--- config.mk ---
export PLATFORM = sky130hd
export DESIGN_NAME = divider_4bit_sched_flat
export DESIGN_NICKNAME = d
export VERILOG_FILES = /design/src/rtl/divider_4bit_sched_if.sv /design/src/rtl/divider_4bit_sched.sv /design/src/flat_wrapper.sv
export SDC_FILE = /design/constraint.sdc
export NUM_CORES = 1
export LEC_CHECK = 0
export CORE_ASPECT_RATIO = 0.8
export CORE_UTILIZATION = 40
export DETAILED_ROUTE_END_ITERATION = 8
export PLACE_DENSITY = 0.64
export SKIP_CTS_REPAIR_TIMING = 1
export SYNTH_ARGS = -nofsm -noshare
export SYNTH_HDL_FRONTEND = slang
export SYNTH_SLANG_ARGS = --single-unit
--- constraint.sdc ---
create_clock -name clk -period 2.7 [get_ports clk]
set_clock_uncertainty 0.05 [all_clocks]
set_input_delay 0.54 -clock clk [delete_from_list [all_inputs] [get_ports clk]]
set_output_delay 0.54 -clock clk [all_outputs]
set_load 0.01 [all_outputs]
--- src/rtl/divider_4bit_sched_if.sv ---
// Request/response and divider-side signal bundle for the divider scheduler.
// The slave modport is the scheduler's view; master is the surrounding logic.
interface divider_4bit_sched_if #(
  parameter int DEPTH = 4,
  parameter int TAG_W = 2
);
  localparam int CntW = $clog2(DEPTH) + 1;

  logic             in_valid;
  logic             in_ready;
  logic [3:0]       in_a;
  logic [1:0]       in_b;
  logic [TAG_W-1:0] in_tag;
  logic [3:0]       div_a;
  logic [1:0]       div_b;
  logic [3:0]       div_result;
  logic [3:0]       div_odd;
  logic             out_valid;
  logic             out_ready;
  logic [3:0]       out_result;
  logic [3:0]       out_odd;
  logic [TAG_W-1:0] out_tag;
  logic             out_dbz;
  logic [CntW-1:0]  count;
  logic [7:0]       dbz_cnt;

  modport slave (
    input  in_valid, in_a, in_b, in_tag, div_result, div_odd, out_ready,
    output in_ready, div_a, div_b, out_valid, out_result, out_odd, out_tag,
           out_dbz, count, dbz_cnt
  );

  modport master (
    output in_valid, in_a, in_b, in_tag, div_result, div_odd, out_ready,
    input  in_ready, div_a, div_b, out_valid, out_result, out_odd, out_tag,
           out_dbz, count, dbz_cnt
  );
endinterface

--- src/rtl/divider_4bit_sched.sv ---
// Request FIFO plus registered output stage around an external combinational
// 4-bit/2-bit divider; divide-by-zero requests bypass the divider result.
module divider_4bit_sched #(
  parameter int DEPTH = 4,
  parameter int TAG_W = 2
) (
  input logic                  clk,
  input logic                  rst,
  divider_4bit_sched_if.slave  bus
);
  localparam int PtrW = $clog2(DEPTH);
  localparam int CntW = PtrW + 1;
  localparam logic [CntW-1:0] DepthC = CntW'(DEPTH);

  logic [3:0]       memA_q   [DEPTH];
  logic [1:0]       memB_q   [DEPTH];
  logic [TAG_W-1:0] memTag_q [DEPTH];

  logic [PtrW-1:0]  wrPtr_q, wrPtr_d;
  logic [PtrW-1:0]  rdPtr_q, rdPtr_d;
  logic [CntW-1:0]  count_q, count_d;
  logic             outValid_q, outValid_d;
  logic [3:0]       outResult_q, outResult_d;
  logic [3:0]       outOdd_q, outOdd_d;
  logic [TAG_W-1:0] outTag_q, outTag_d;
  logic             outDbz_q, outDbz_d;
  logic [7:0]       dbzCnt_q, dbzCnt_d;

  logic             push;
  logic             load;
  logic             headValid;
  logic [3:0]       headA;
  logic [1:0]       headB;
  logic [TAG_W-1:0] headTag;

  assign headValid = (count_q != '0);
  assign headA     = memA_q[rdPtr_q];
  assign headB     = memB_q[rdPtr_q];
  assign headTag   = memTag_q[rdPtr_q];

  assign push = bus.in_valid && (count_q < DepthC);
  assign load = headValid && (!outValid_q || bus.out_ready);

  assign bus.in_ready   = (count_q < DepthC);
  assign bus.div_a      = headValid ? headA : 4'h0;
  assign bus.div_b      = headValid ? headB : 2'b00;
  assign bus.out_valid  = outValid_q;
  assign bus.out_result = outResult_q;
  assign bus.out_odd    = outOdd_q;
  assign bus.out_tag    = outTag_q;
  assign bus.out_dbz    = outDbz_q;
  assign bus.count      = count_q;
  assign bus.dbz_cnt    = dbzCnt_q;

  always_comb begin
    wrPtr_d     = wrPtr_q;
    rdPtr_d     = rdPtr_q;
    count_d     = count_q;
    outValid_d  = outValid_q;
    outResult_d = outResult_q;
    outOdd_d    = outOdd_q;
    outTag_d    = outTag_q;
    outDbz_d    = outDbz_q;
    dbzCnt_d    = dbzCnt_q;

    if (push) begin
      wrPtr_d = wrPtr_q + PtrW'(1);
    end

    // A zero divisor never consumes the divider outputs.
    if (load) begin
      rdPtr_d    = rdPtr_q + PtrW'(1);
      outValid_d = 1'b1;
      outTag_d   = headTag;
      if (headB == 2'b00) begin
        outResult_d = 4'hF;
        outOdd_d    = headA;
        outDbz_d    = 1'b1;
        if (dbzCnt_q != 8'hFF) begin
          dbzCnt_d = dbzCnt_q + 8'd1;
        end
      end else begin
        outResult_d = bus.div_result;
        outOdd_d    = bus.div_odd;
        outDbz_d    = 1'b0;
      end
    end else if (outValid_q && bus.out_ready) begin
      outValid_d = 1'b0;
    end

    case ({push, load})
      2'b10:   count_d = count_q + CntW'(1);
      2'b01:   count_d = count_q - CntW'(1);
      default: count_d = count_q;
    endcase
  end

  always_ff @(posedge clk) begin
    if (rst) begin
      wrPtr_q     <= '0;
      rdPtr_q     <= '0;
      count_q     <= '0;
      outValid_q  <= 1'b0;
      outResult_q <= 4'h0;
      outOdd_q    <= 4'h0;
      outTag_q    <= '0;
      outDbz_q    <= 1'b0;
      dbzCnt_q    <= 8'h00;
    end else begin
      wrPtr_q     <= wrPtr_d;
      rdPtr_q     <= rdPtr_d;
      count_q     <= count_d;
      outValid_q  <= outValid_d;
      outResult_q <= outResult_d;
      outOdd_q    <= outOdd_d;
      outTag_q    <= outTag_d;
      outDbz_q    <= outDbz_d;
      dbzCnt_q    <= dbzCnt_d;
    end
  end

  // Storage needs no reset; pointers and count define which entries are live.
  always_ff @(posedge clk) begin
    if (push) begin
      memA_q[wrPtr_q]   <= bus.in_a;
      memB_q[wrPtr_q]   <= bus.in_b;
      memTag_q[wrPtr_q] <= bus.in_tag;
    end
  end
endmodule

--- src/flat_wrapper.sv ---
// flat-port wrapper written by rule: the top's interface ports become plain ports
module divider_4bit_sched_flat 
#(
  parameter int DEPTH = 4,
  parameter int TAG_W = 2
)
  (clk, rst, bus_in_valid, bus_in_a, bus_in_b, bus_in_tag, bus_div_result, bus_div_odd, bus_out_ready, bus_in_ready, bus_div_a, bus_div_b, bus_out_valid, bus_out_result, bus_out_odd, bus_out_tag, bus_out_dbz, bus_count, bus_dbz_cnt);
  divider_4bit_sched_if #(.DEPTH(DEPTH), .TAG_W(TAG_W)) bus_i ();
  input logic clk;
  input logic rst;
  input wire logic [$bits(bus_i.in_valid)-1:0] bus_in_valid;
  input wire logic [$bits(bus_i.in_a)-1:0] bus_in_a;
  input wire logic [$bits(bus_i.in_b)-1:0] bus_in_b;
  input wire logic [$bits(bus_i.in_tag)-1:0] bus_in_tag;
  input wire logic [$bits(bus_i.div_result)-1:0] bus_div_result;
  input wire logic [$bits(bus_i.div_odd)-1:0] bus_div_odd;
  input wire logic [$bits(bus_i.out_ready)-1:0] bus_out_ready;
  output wire logic [$bits(bus_i.in_ready)-1:0] bus_in_ready;
  output wire logic [$bits(bus_i.div_a)-1:0] bus_div_a;
  output wire logic [$bits(bus_i.div_b)-1:0] bus_div_b;
  output wire logic [$bits(bus_i.out_valid)-1:0] bus_out_valid;
  output wire logic [$bits(bus_i.out_result)-1:0] bus_out_result;
  output wire logic [$bits(bus_i.out_odd)-1:0] bus_out_odd;
  output wire logic [$bits(bus_i.out_tag)-1:0] bus_out_tag;
  output wire logic [$bits(bus_i.out_dbz)-1:0] bus_out_dbz;
  output wire logic [$bits(bus_i.count)-1:0] bus_count;
  output wire logic [$bits(bus_i.dbz_cnt)-1:0] bus_dbz_cnt;
  assign bus_i.in_valid = bus_in_valid;
  assign bus_i.in_a = bus_in_a;
  assign bus_i.in_b = bus_in_b;
  assign bus_i.in_tag = bus_in_tag;
  assign bus_i.div_result = bus_div_result;
  assign bus_i.div_odd = bus_div_odd;
  assign bus_i.out_ready = bus_out_ready;
  assign bus_in_ready = bus_i.in_ready;
  assign bus_div_a = bus_i.div_a;
  assign bus_div_b = bus_i.div_b;
  assign bus_out_valid = bus_i.out_valid;
  assign bus_out_result = bus_i.out_result;
  assign bus_out_odd = bus_i.out_odd;
  assign bus_out_tag = bus_i.out_tag;
  assign bus_out_dbz = bus_i.out_dbz;
  assign bus_count = bus_i.count;
  assign bus_dbz_cnt = bus_i.dbz_cnt;
  divider_4bit_sched #(.DEPTH(DEPTH), .TAG_W(TAG_W)) u_core (.clk(clk), .rst(rst), .bus(bus_i));
endmodule
==> summary.md <==
| Metric | Value |
|---|---|
| Pleak | 0.001145 uW |
| Clock sink count | 61 |
| Comb pwr share | 0.387 |
| Area added between synthesis and finish | 32.42% |
| Status | completed |
| Die height | 72.84 um |
| Startpoint types | register |
| Req. time, crit path | 2110 ps |
| Least-Margin Pin Slew | 664.0 ps |
| Synth Register Bits | 61 |
| Yosys top cell area share | 0.3830 |
| Worst Setup End Kind | output port |
| Overall routing resource usage | 0.1594 |
| Seq pwr share | 0.388 |
| Effective utilization at floorplan | 0.4199 |
| Filler cells | 521 |
| Final Slew Violations | 0 |
| Clock root cell | clkbuf_8 |
| Global-route wire length before repair | 7866 um |
| Number of global-route vias before repair | 1615 |
| H-tree levels | 3 |
| Max IR drop VDD | 0.4349 mV |
| Tmin final | 2592 ps |
| Fin cells | 349 |
| WHS | 407.1 ps |
| Internal power | 2269 uW |
| Setup WS post-layout | 108.5 ps |
| CTS tree | done |
| Die area | 0.006594 mm2 |
| Unrepaired setup endpoints after global routing | no |
| Synth Flop Type | edfxtp_1 |
| DRT Wirelength | 4812 um |
| Port bufs | 49 |
| Placed Instances | 333 |
| Crit path max fanout | 4 |
| Post-Synthesis Cells | 202 |
| FMAX | 0.3859 GHz |
| Antenna Nets Post-Route | 0 |
| Nets | 290 |
| Critical path type | register to output port |
| Final period util | 0.9598 |
| DR pass1 iterations | 4 |
| Final setup fails | 0 |
| Routed len/inst | 13.79 um |
| Layout cells sized above 1 | 0.1194 |
| Finished Core Util | 0.5560 |
| Latest clock arrival within the worst-skew pair | 330 ps |
| Register area share after synthesis | 0.6145 |
| Initial DRC count | 64 |
| Clk buf depth | 2 |
| Inserted Diodes | 0 |
| Sw power | 1069 uW |
| Hold Path Class | register to register |
| Most common cell in the netlist | edfxtp_1 |
| Initial antenna violation count | 0 |
| Mapped Nets | 229 |
| Clock power share | 0.225 |
| Mean Syn Cell Area | 12.42 um2 |
| DP Worst Slack | 62.65 ps |
| Worst Path Arrival | 2000 ps |
| Post-Syn Area | 0.002509 mm2 |
| PD cells | 1005 mW/mm2 |
| Final instance area | 0.003322 mm2 |
| Remaining routing DRC violations | 0 |
| Worst-path clk slew | 60 ps |
| HPWL after DPL | 3517 um |
| Total number of vias | 1698 |
| Die Width | 90.54 um |
| Row count | 25 |
| Post-synth EDFFs | 32 |
| Largest net degree at the start of global routing | 16 |
| CTS buffer count | 9 |
| Placed Area | 0.003137 mm2 |
| Commonest cells in the synthesized netlist | edfxtp_1 (32), dfxtp_1 (29), nor2_1 (20) |
| Async set-reset flop share out of synthesis | 0 |
| Via density | 4.865 |
| Yosys cell types | 31 |
| Core footprint | 0.005974 mm2 |
| Sw Share | 0.3204 |
| Max-Cap Viols | 0 |
| Placer Congestion | 0.8234 |
| Syn. warnings | 0 |
| Fin. Hold Viols | 0 |
| Leading area contributor after synthesis | edfxtp_1 |
| Top Ports | 50 |
| Slew Limit Headroom | 0.5557 |
| Main area contributors after synthesis | edfxtp_1 (38%), dfxtp_1 (23%), mux4_2 (7.2%), ha_1 (3.0%), nor2_1 (3.0%) |
| Total gr overflow | 0 |
-- power groups by stage --
| stage | logic, uW | clock network [uW] | registers, uW |
|---|---|---|---|
| 2_1_floorplan | 722 | 0 | 1320 |
| 3_3_place_gp | 1300 | 0 | 1310 |
| 3_5_place_dp | 1310 | 0 | 1310 |
| 4_1_cts | 1320 | 773 | 1290 |
| 5_1_grt | 1410 | 808 | 1320 |
| 6_report | 1290 | 750 | 1300 |
-- logic make-up (layout without fill, tap and decap cells) --
group | count (synthesis) | count (layout) | synth area share
and+or+nand+nor | 71 | 71 | 0.1451
AOI/OAI and AO/OA | 25 | 25 | 0.05985
muxes | 13 | 13 | 0.09177
xor gates and xnor gates | 5 | 5 | 0.01746
buffers and inverters | 20 | 86 | 0.03341
adders and majority gates | 7 | 7 | 0.03790
DFF | 61 | 61 | 0.6145
-- placed cells by master, fill, tap and decap left out, types with 2 or more instances in the layout --
master / n
buf_4: 11
nand3_1: 7
nor2_1: 20
mux2i_1: 5
o21ai_0: 2
edfxtp_1: 32
nor2b_1: 2
dfxtp_1: 28
nand2_1: 6
or3_1: 4
mux4_2: 8
nor3_1: 10
a211oi_1: 4
and2_1: 10
and3_1: 2
xor2_1: 3
a21oi_1: 13
clkbuf_8: 9
or4_1: 5
nand2b_1: 3
o31ai_1: 5
inv_1: 9
clkdlybuf4s50_1: 49
ha_1: 6
xnor2_1: 2
clkinv_1: 4
-- critical path: stages, from the launching register on --
cell and delay [ps]:
dfxtp_4 380, buf_4 130, mux4_2 520, and2_1 180, clkdlybuf4s50_1 470
-- sequential cells by signal, summed over array words and instances (netlist names), 2 cells and up, named ones only --
name / count
u_core.bus.out_tag: 2
u_core.wrPtr_q: 2
u_core.memA_q: 16
u_core.memTag_q: 8
u_core.rdPtr_q: 2
u_core.bus.dbz_cnt: 8
u_core.bus.count: 3
u_core.bus.out_odd: 4
u_core.memB_q: 8
u_core.bus.out_result: 4
-- area by class of cell --
class                      instances  area (um2)  share of cell area
timing repair buffer              60       573.1              0.1725
inverter                          10       37.54             0.01130
tap                               81       101.3             0.03051
clock inverter                     6       53.80             0.01620
multi-input combinational        121       883.3              0.2659
sequential                        61        1545              0.4652
clock buffer                      10       127.6             0.03842
-- worst paths after layout --
kind / from / endpoint / slack (ps) / cells after the start
setup / recovery: register / bus_div_a[1] / 110 / 4
hold / removal: u_core.bus.out_tag[1] / u_core.bus.out_tag[1] / 410 / 2
setup reg to reg: register / u_core.bus.dbz_cnt[3] / 300 / 4
hold reg to reg: u_core.bus.out_tag[1] / u_core.bus.out_tag[1] / 410 / 2
-- per-layer routing --
metal / up-vias / share of wire / GRT usage
met2: 42 / 0.45 / 0.2424
li1: 856 / - / -
met3: 7 / 0.047 / 0.05938
met5: - / 0 / 0
met1: 793 / 0.49 / 0.2118
met4: 0 / 0.0091 / 0.05376
-- stage by stage --
step                      setup TNS (ps)  power, uW
final                                  0       3338
after global routing                   0       3546
after CTS                         -125.0       3385
after detailed placement               0       2624
after global placement                 0       2610
after floorplan                        0       2043
Note: power is estimated with default switching activity, not from simulation.
